## src/rtl/fetch_unit.sv

```systemverilog
// fetch_unit: instruction-fetch stage that owns the PC and keeps one memory request in flight.
// Ports: clk_in/rst_in (async active-low) clock and reset; stall_in IF/ID hold;
// redirect_in/redirect_pc_in branch/jump/flush target; imem_req_out/imem_addr_out/
// imem_gnt_in request channel; imem_rvalid_in/imem_rdata_in response channel;
// pc_out/instr_out/valid_out presented instruction buffer.
module fetch_unit #(
  parameter int               WIDTH    = 32,
  parameter logic [WIDTH-1:0] RESET_PC = '0,
  parameter logic [WIDTH-1:0] NOP      = WIDTH'(32'h0000_0013)
) (
  input  logic             clk_in,
  input  logic             rst_in,
  input  logic             stall_in,
  input  logic             redirect_in,
  input  logic [WIDTH-1:0] redirect_pc_in,
  output logic             imem_req_out,
  output logic [WIDTH-1:0] imem_addr_out,
  input  logic             imem_gnt_in,
  input  logic             imem_rvalid_in,
  input  logic [WIDTH-1:0] imem_rdata_in,
  output logic [WIDTH-1:0] pc_out,
  output logic [WIDTH-1:0] instr_out,
  output logic             valid_out
);
  typedef enum logic [1:0] {S_REQ, S_WAIT, S_DROP} state_e;
  state_e           state_q, state_d;
  logic [WIDTH-1:0] pc_q, pc_d, opc_q, opc_d, oin_q, oin_d;
  logic             oval_q, oval_d;
  logic             acc;
  // A request only goes out when the buffer is empty or being taken this edge,
  // so a response can never land on an unconsumed instruction.
  assign imem_req_out  = rst_in && state_q == S_REQ && (!oval_q || !stall_in);
  assign imem_addr_out = pc_q;
  assign acc           = imem_req_out && imem_gnt_in;
  assign pc_out        = opc_q;
  assign instr_out     = oin_q;
  assign valid_out     = oval_q;
  always_comb begin
    state_d = state_q;
    pc_d    = pc_q;
    opc_d   = opc_q;
    oin_d   = oin_q;
    oval_d  = oval_q;
    if (oval_q && !stall_in) begin
      oval_d = 1'b0;
      oin_d  = NOP;
    end
    case (state_q)
      S_REQ:  state_d = acc ? S_WAIT : S_REQ;
      S_WAIT: if (imem_rvalid_in) begin
        state_d = S_REQ;
        pc_d    = pc_q + WIDTH'(4);
        opc_d   = pc_q;
        oin_d   = imem_rdata_in;
        oval_d  = 1'b1;
      end
      S_DROP: state_d = imem_rvalid_in ? S_REQ : S_DROP;
      default: state_d = S_REQ;
    endcase
    // Redirect overrides everything; a request already accepted must have its
    // response swallowed, hence DROP unless that response arrives right now.
    if (redirect_in) begin
      pc_d    = redirect_pc_in & ~WIDTH'(3);
      opc_d   = '0;
      oin_d   = NOP;
      oval_d  = 1'b0;
      state_d = state_q == S_REQ ? (acc ? S_DROP : S_REQ) : (imem_rvalid_in ? S_REQ : S_DROP);
    end
  end
  always_ff @(posedge clk_in or negedge rst_in) begin
    if (!rst_in) begin
      state_q <= S_REQ;
      pc_q    <= RESET_PC;
      opc_q   <= '0;
      oin_q   <= NOP;
      oval_q  <= 1'b0;
    end else begin
      state_q <= state_d;
      pc_q    <= pc_d;
      opc_q   <= opc_d;
      oin_q   <= oin_d;
      oval_q  <= oval_d;
    end
  end
endmodule

```

## config.mk

```make
export PLATFORM = sky130hd
export DESIGN_NAME = fetch_unit
export DESIGN_NICKNAME = d
export VERILOG_FILES = /design/src/rtl/fetch_unit.sv
export SDC_FILE = /design/constraint.sdc
export NUM_CORES = 1
export LEC_CHECK = 0
export ABC_CLOCK_PERIOD_IN_PS = 2450
export BUFFER_PORTS_ARGS = -buffer_cell sky130_fd_sc_hd__buf_2
export CAP_MARGIN = 20
export CELL_PAD_IN_SITES_DETAIL_PLACEMENT = 1
export CELL_PAD_IN_SITES_GLOBAL_PLACEMENT = 1
export CORE_MARGIN = 2
export CORE_UTILIZATION = 35
export CTS_CLUSTER_SIZE = 16
export DETAILED_ROUTE_END_ITERATION = 16
export PLACE_DENSITY_LB_ADDON = 0.05
export REMOVE_ABC_BUFFERS = 1
export SYNTH_ARGS = -nofsm -noshare
export SYNTH_HDL_FRONTEND = slang
export SYNTH_SLANG_ARGS = --single-unit
```

## constraint.sdc

```tcl
create_clock -name clk_in -period 2.45 [get_ports clk_in]
set_input_delay 0.1225 -clock clk_in [delete_from_list [all_inputs] [get_ports clk_in]]
set_output_delay 0.1225 -clock clk_in [all_outputs]
set_load 0.01 [all_outputs]
```

Word-level counts from Yosys, hierarchy flattened
Index checks and enable logic that the tools add are counted.
{"block": "word_totals", "ff_bits": 99, "input_bits": 70, "wordCells": 41}
{"block": "classes", "n_addsub": 1, "eq_ne": 3, "muxes": 21, "reduce_logical": 11}
{"op": "$mux W32", "count": 10}
{"op": "$add A32 B3 Y32 const B", "count": 1}
{"op": "$mux W2", "count": 5}
{"op": "$pmux W2 S3", "count": 1}
{"op": "$mux W1", "count": 5}
{"op": "$logic_and A1 B1 Y1", "count": 4}
{"op": "$reduce_bool A2 Y1", "count": 2}
{"op": "$ne A3 B3 Y1 const B", "count": 1}
{"op": "$eq A2 B1 Y1 const B", "count": 1}
{"op": "$eq A2 B2 Y1 const B", "count": 1}
{"op": "$logic_not A1 Y1", "count": 2}
{"op": "$logic_not A2 Y1", "count": 1}
{"op": "$reduce_and A2 Y1", "count": 1}
{"op": "$logic_or A1 B1 Y1", "count": 1}

Logic depth before layout (Yosys ltp)
{"block": "logic_depth", "depth_word": 7, "depth_mapped": 6, "depth_no_buf": 5}

Worst setup path before layout
OpenSTA, ideal clock, no wires.
{"block": "synth_timing", "path_kind": "register -> register", "startpoint": "reg pc_q[8] (netlist: imem_addr_out[8])", "endpoint": "reg pc_q[28] (netlist: imem_addr_out[28])", "setup_ns": 0.082, "arrival_time_ns": 1.862, "setup_slack_ns": 0.506, "stages_incl_launch_ff": 5, "synth_period_minus_slack_ns": 1.944, "cell_sequence": "dfrtp_1 -> nand4_4 -> or4_4 -> or4_1 -> a31oi_1"}
{"block": "synth_between", "elab_chain_len": 4}
{"element": "start, declared", "line_no": "27", "text": "logic [WIDTH-1:0] pc_q, pc_d, opc_q, opc_d, oin_q, oin_d;"}
{"element": "start signal, assigned", "line_no": "79", "text": "pc_q <= pc_d;"}
{"element": "$add A32 B3 Y32", "line_no": "52", "text": "pc_d = pc_q + WIDTH'(4);"}
{"element": "$mux W32", "line_no": "50", "text": "S_WAIT: if (imem_rvalid_in) begin"}
{"element": "$mux W32", "line_no": "48", "text": "case (state_q)"}
{"element": "$mux W32", "line_no": "62", "text": "if (redirect_in) begin"}
Every way passes these cells. The select of a mux whose other input is x is not followed.
A chain may end at the register's enable or synchronous reset.

Worst setup path after layout
{"block": "layout_timing", "startpoint": "reg pc_q[8] (netlist: imem_addr_out[8])", "endpoint": "reg pc_q[31] (netlist: imem_addr_out[31])"}
The elaborated chain is that of the path after synthesis.

==> results.md <==
Drt:
- The via density per instance is 5.30.
- For this run, design rule violations remaining after detail routing come to 0.
- The met2 wire length is ~6200 um.
- Dividing the detail-routed wire length by the instance count gives about 17 um.
- The post-route antenna net violation count is 0.
- Summed over all nets, wire length on met3 after detailed routing comes to between 600 and 700 um.
- The count of TritonRoute iterations in the first routing pass is 4.
- The first routing iteration left 152 violations.
- The length of routed wiring on met1 is ~5700 um.
- After detailed routing, no signal wire sits above met4.
- The final wirelength is 12700 um.
- The detailed-route via count is 4000.

CTS:
- The clock passes through at most 2 buffers.
- The number of hold buffers added after CTS was 19.
- The source-to-sink clock delay at the later pin of the worst-skew pair is 340 ps.
- The number of gates given a new drive strength after cts is 0.
- Buffers inserted during clock tree synthesis total 9.
- Clock-pin slew was measured on the worst setup and hold paths at about 60 ps.
- The depth of the CTS H-tree is 3.
- The number of setup buffers added after CTS is 0.
- The clock tree from TritonCTS is yes.
- The tree built by TritonCTS fans out to between 90 and 100 sinks.
- The cell at the root of the clock tree is sky130_fd_sc_hd__clkbuf_16.

Synthesis:
- Yosys attributes the largest share of cell area to sky130_fd_sc_hd__dfrtp_1, sky130_fd_sc_hd__nand2_1, sky130_fd_sc_hd__a22o_1.
- The post-synthesis area per instance is 10.0 um^2.
- The most repeated cell in the gate-level netlist after synthesis is sky130_fd_sc_hd__dfrtp_1.
- The count of warnings emitted by yosys is 0.
- The cell count after synthesis is 425.
- The most used flip-flop cell after synthesis is sky130_fd_sc_hd__dfrtp_1.
- The area share of the leading cell type in the synthesized netlist is 54.6%.
- Counting distinct cell types in the post-synthesis netlist gives 42.
- The proportion of synthesized flip-flops having asynchronous set or reset is 100%.
- The synthesized cell area is 4260 um^2.
- The share of the yosys chip area belonging to registers is between 50% and 60%.
- The commonest cells after synthesis are sky130_fd_sc_hd__dfrtp_1, sky130_fd_sc_hd__nand2_1, sky130_fd_sc_hd__a21oi_1.
- Synthesis inferred 96 register bits.
- The number of enable flip-flop cells after synthesis is 0.
- The largest total area in the synthesized netlist belongs to sky130_fd_sc_hd__dfrtp_1.

STA:
- The setup skew after layout is 7.33 ps.
- The number of max-slew violations in the final report is 0.
- Once routing completed, OpenROAD measured the worst setup slack at 363 ps.
- Setup repair after global routing left no endpoint under its margin.
- The number of setup violations in the final report is 0.
- The number of endpoints with negative hold slack in the final report is 0.
- The maximum clock frequency is ~0.48 GHz.
- The clock period minus final worst setup slack is around 2100 ps.
- Hold timing on the final database bottoms out at a slack of 11.3 ps.
- The worst path uses 85.2% of the clock period.
- Measured against its own limit, the worst slew margin works out to roughly 65%.
- At the pin with the least slew margin, the transition time is 526 ps.

Final layout:
- Fill cells in the final layout number approximately 1400.
- The area of the multi-input gates is 1710 um^2.
- The area of all sequential standard cells is roughly 2400 um^2.
- The count of antenna diodes in the layout is 0.
- The final-stage net count is about 670.
- Compared with the post-synthesis result, the final layout area differs by 34.1%.
- The ratio of cells with drive above 1 in the final layout is 32.6%.
- The non-filler instance count after layout is 755.

Global routing:
- The via count of the first global-routing pass came to around 4000.
- The first-pass GRT wire length is 20800 um.
- The number of antenna violations at the first check in global routing was 0.
- Global routing used between 20% and 30% of the available tracks.
- The global-route congestion overflow total is 0.
- Entering global routing, the biggest net connects between 40 and 50 pins.

Floorplan:
- The effective utilization at floorplan is 35.6%.
- The row count is 40.
- In this run the standard cell core region covers roughly 12000 um^2.
- The full die area is approximately 13000 um^2.
- The number of top-level pins is 168.
- The y dimension of the die is 114 um.
- The die width is roughly 110 um.

Setup path:
- The worst path arrival time is 2340 ps.
- The setup check on the worst reg-to-reg path leaves a slack of 360 ps.
- The worst setup path is captured at a register.
- The endpoint required time on the critical path is about 2700 ps.
- The most critical setup path has its startpoint at imem_addr_out[8].
- The startpoint of the worst-slack reg-to-reg timing path is imem_addr_out[8].
- Of all nets on the critical path, the largest fanout is 22.
- The worst setup path is of the reg -> reg kind.
- The nature of the critical path startpoint is a register.

Place:
- The HPWL after detailed placement is between 8000 and 9000 um.
- The number of placed instances, taps included, is roughly 720.
- The final weighted congestion in routability-driven placement is around 0.72.
- Before CTS, the worst setup slack after placement is slightly below 300 ps.
- The count of input and output buffers is ~160.

Hold path:
- The class of the tightest hold or removal check is in -> reg.
- The source of the worst hold timing path is imem_rdata_in[30].

Power and ir drop:
- In this run the power density over the cells is about 610 nW/um^2.
- The reported leakage power is around 2.7 nW.
- VDD sags by at most 0.000335 V.

Run status:
- The flow ran to the end, and the final reports show no timing, DRC or antenna violations.

Job:
- The max-cap violation count is 0.
==> stage by stage <==
stage	utilization, %	instance area, um^2	power, mW	setup TNS [ps]
3_5_place_dp	43.8	5240	2.21	0
2_1_floorplan	-	4130	1.95	-6660
5_1_grt	47.8	5720	3.65	0
4_1_cts	47.5	5680	3.52	0
6_report	47.8	5720	3.48	0
3_3_place_gp	43.8	5240	2.20	0
==> metal layers <==
layer,track usage [%],vias to the layer above
met5,0,-
met4,6.59,0
met3,3.49,10
met2,34.1,111
met1,26.3,1989
li1,-,1890
==> cell usage in the layout (no fill, tap or decap), types with 7 or more instances in the layout <==
cell                            count
sky130_fd_sc_hd__a21oi_1           32
sky130_fd_sc_hd__clkbuf_16          9
sky130_fd_sc_hd__o21ai_0           16
sky130_fd_sc_hd__dlygate4sd3_1     19
sky130_fd_sc_hd__xnor2_1            7
sky130_fd_sc_hd__nand4_1           11
sky130_fd_sc_hd__buf_4             14
sky130_fd_sc_hd__nand2_1           87
sky130_fd_sc_hd__buf_2            162
sky130_fd_sc_hd__nand3_1           12
sky130_fd_sc_hd__a31oi_1           13
sky130_fd_sc_hd__dfrtp_1           93
sky130_fd_sc_hd__a22o_1            30
sky130_fd_sc_hd__nor2_1            17
sky130_fd_sc_hd__or4_1             14
sky130_fd_sc_hd__o31ai_1           12
==> where the power goes <==
group	switching, mW	internal (mW)
Combinational	0.246	0.199
Clock	0.585	0.688
Sequential	0.101	1.66
Total	0.931	2.54
==> area by class of cell <==
class | instances | area share [%]
multi-input cells | 294 | 29.9
well taps | 147 | 3.22
flip-flops and latches | 96 | 42.1
inverters | 5 | 0.328
clock buffers | 14 | 4.27
repair buffers | 197 | 20.0
clock inverters | 2 | 0.175
==> path summary, 6_finish.rpt <==
check | end | cells after the start
setup / recovery | imem_addr_out[31] | 4
hold / removal | instr_out[30] | 2
setup reg to reg | imem_addr_out[31] | 4
hold reg to reg | instr_out[17] | 1
max in group asynchronous | imem_addr_out[31] | 3
min in group asynchronous | pc_out[23] | 2
==> critical path: stages (launching register included) <==
cell	delay, ps
sky130_fd_sc_hd__dfrtp_1	530
sky130_fd_sc_hd__nand4_4	200
sky130_fd_sc_hd__or3_4	550
sky130_fd_sc_hd__or4_1	530
sky130_fd_sc_hd__a31oi_1	190
==> registers in the layout, indices dropped and copies added, names as in the netlist <==
signal,cells
instr_out,32
state_q,2
pc_out,31
valid_out,1
imem_addr_out,30
==> cells by family (layout without fill, tap and decap cells) <==
kind of cell / after synthesis / count (layout) / synth area share (%)
compound gates: 112 / 112 / 17.7
fa+ha+maj: 1 / 1 / 0.293
buf+inv: 36 / 218 / 3.64
flops: 96 / 96 / 56.4
xor+xnor: 12 / 12 / 2.46
simple gates: 166 / 166 / 19.1
other cells: 1 / 2 / 0.0879
mux: 1 / 1 / 0.235
(Power assumes the default switching activity.)
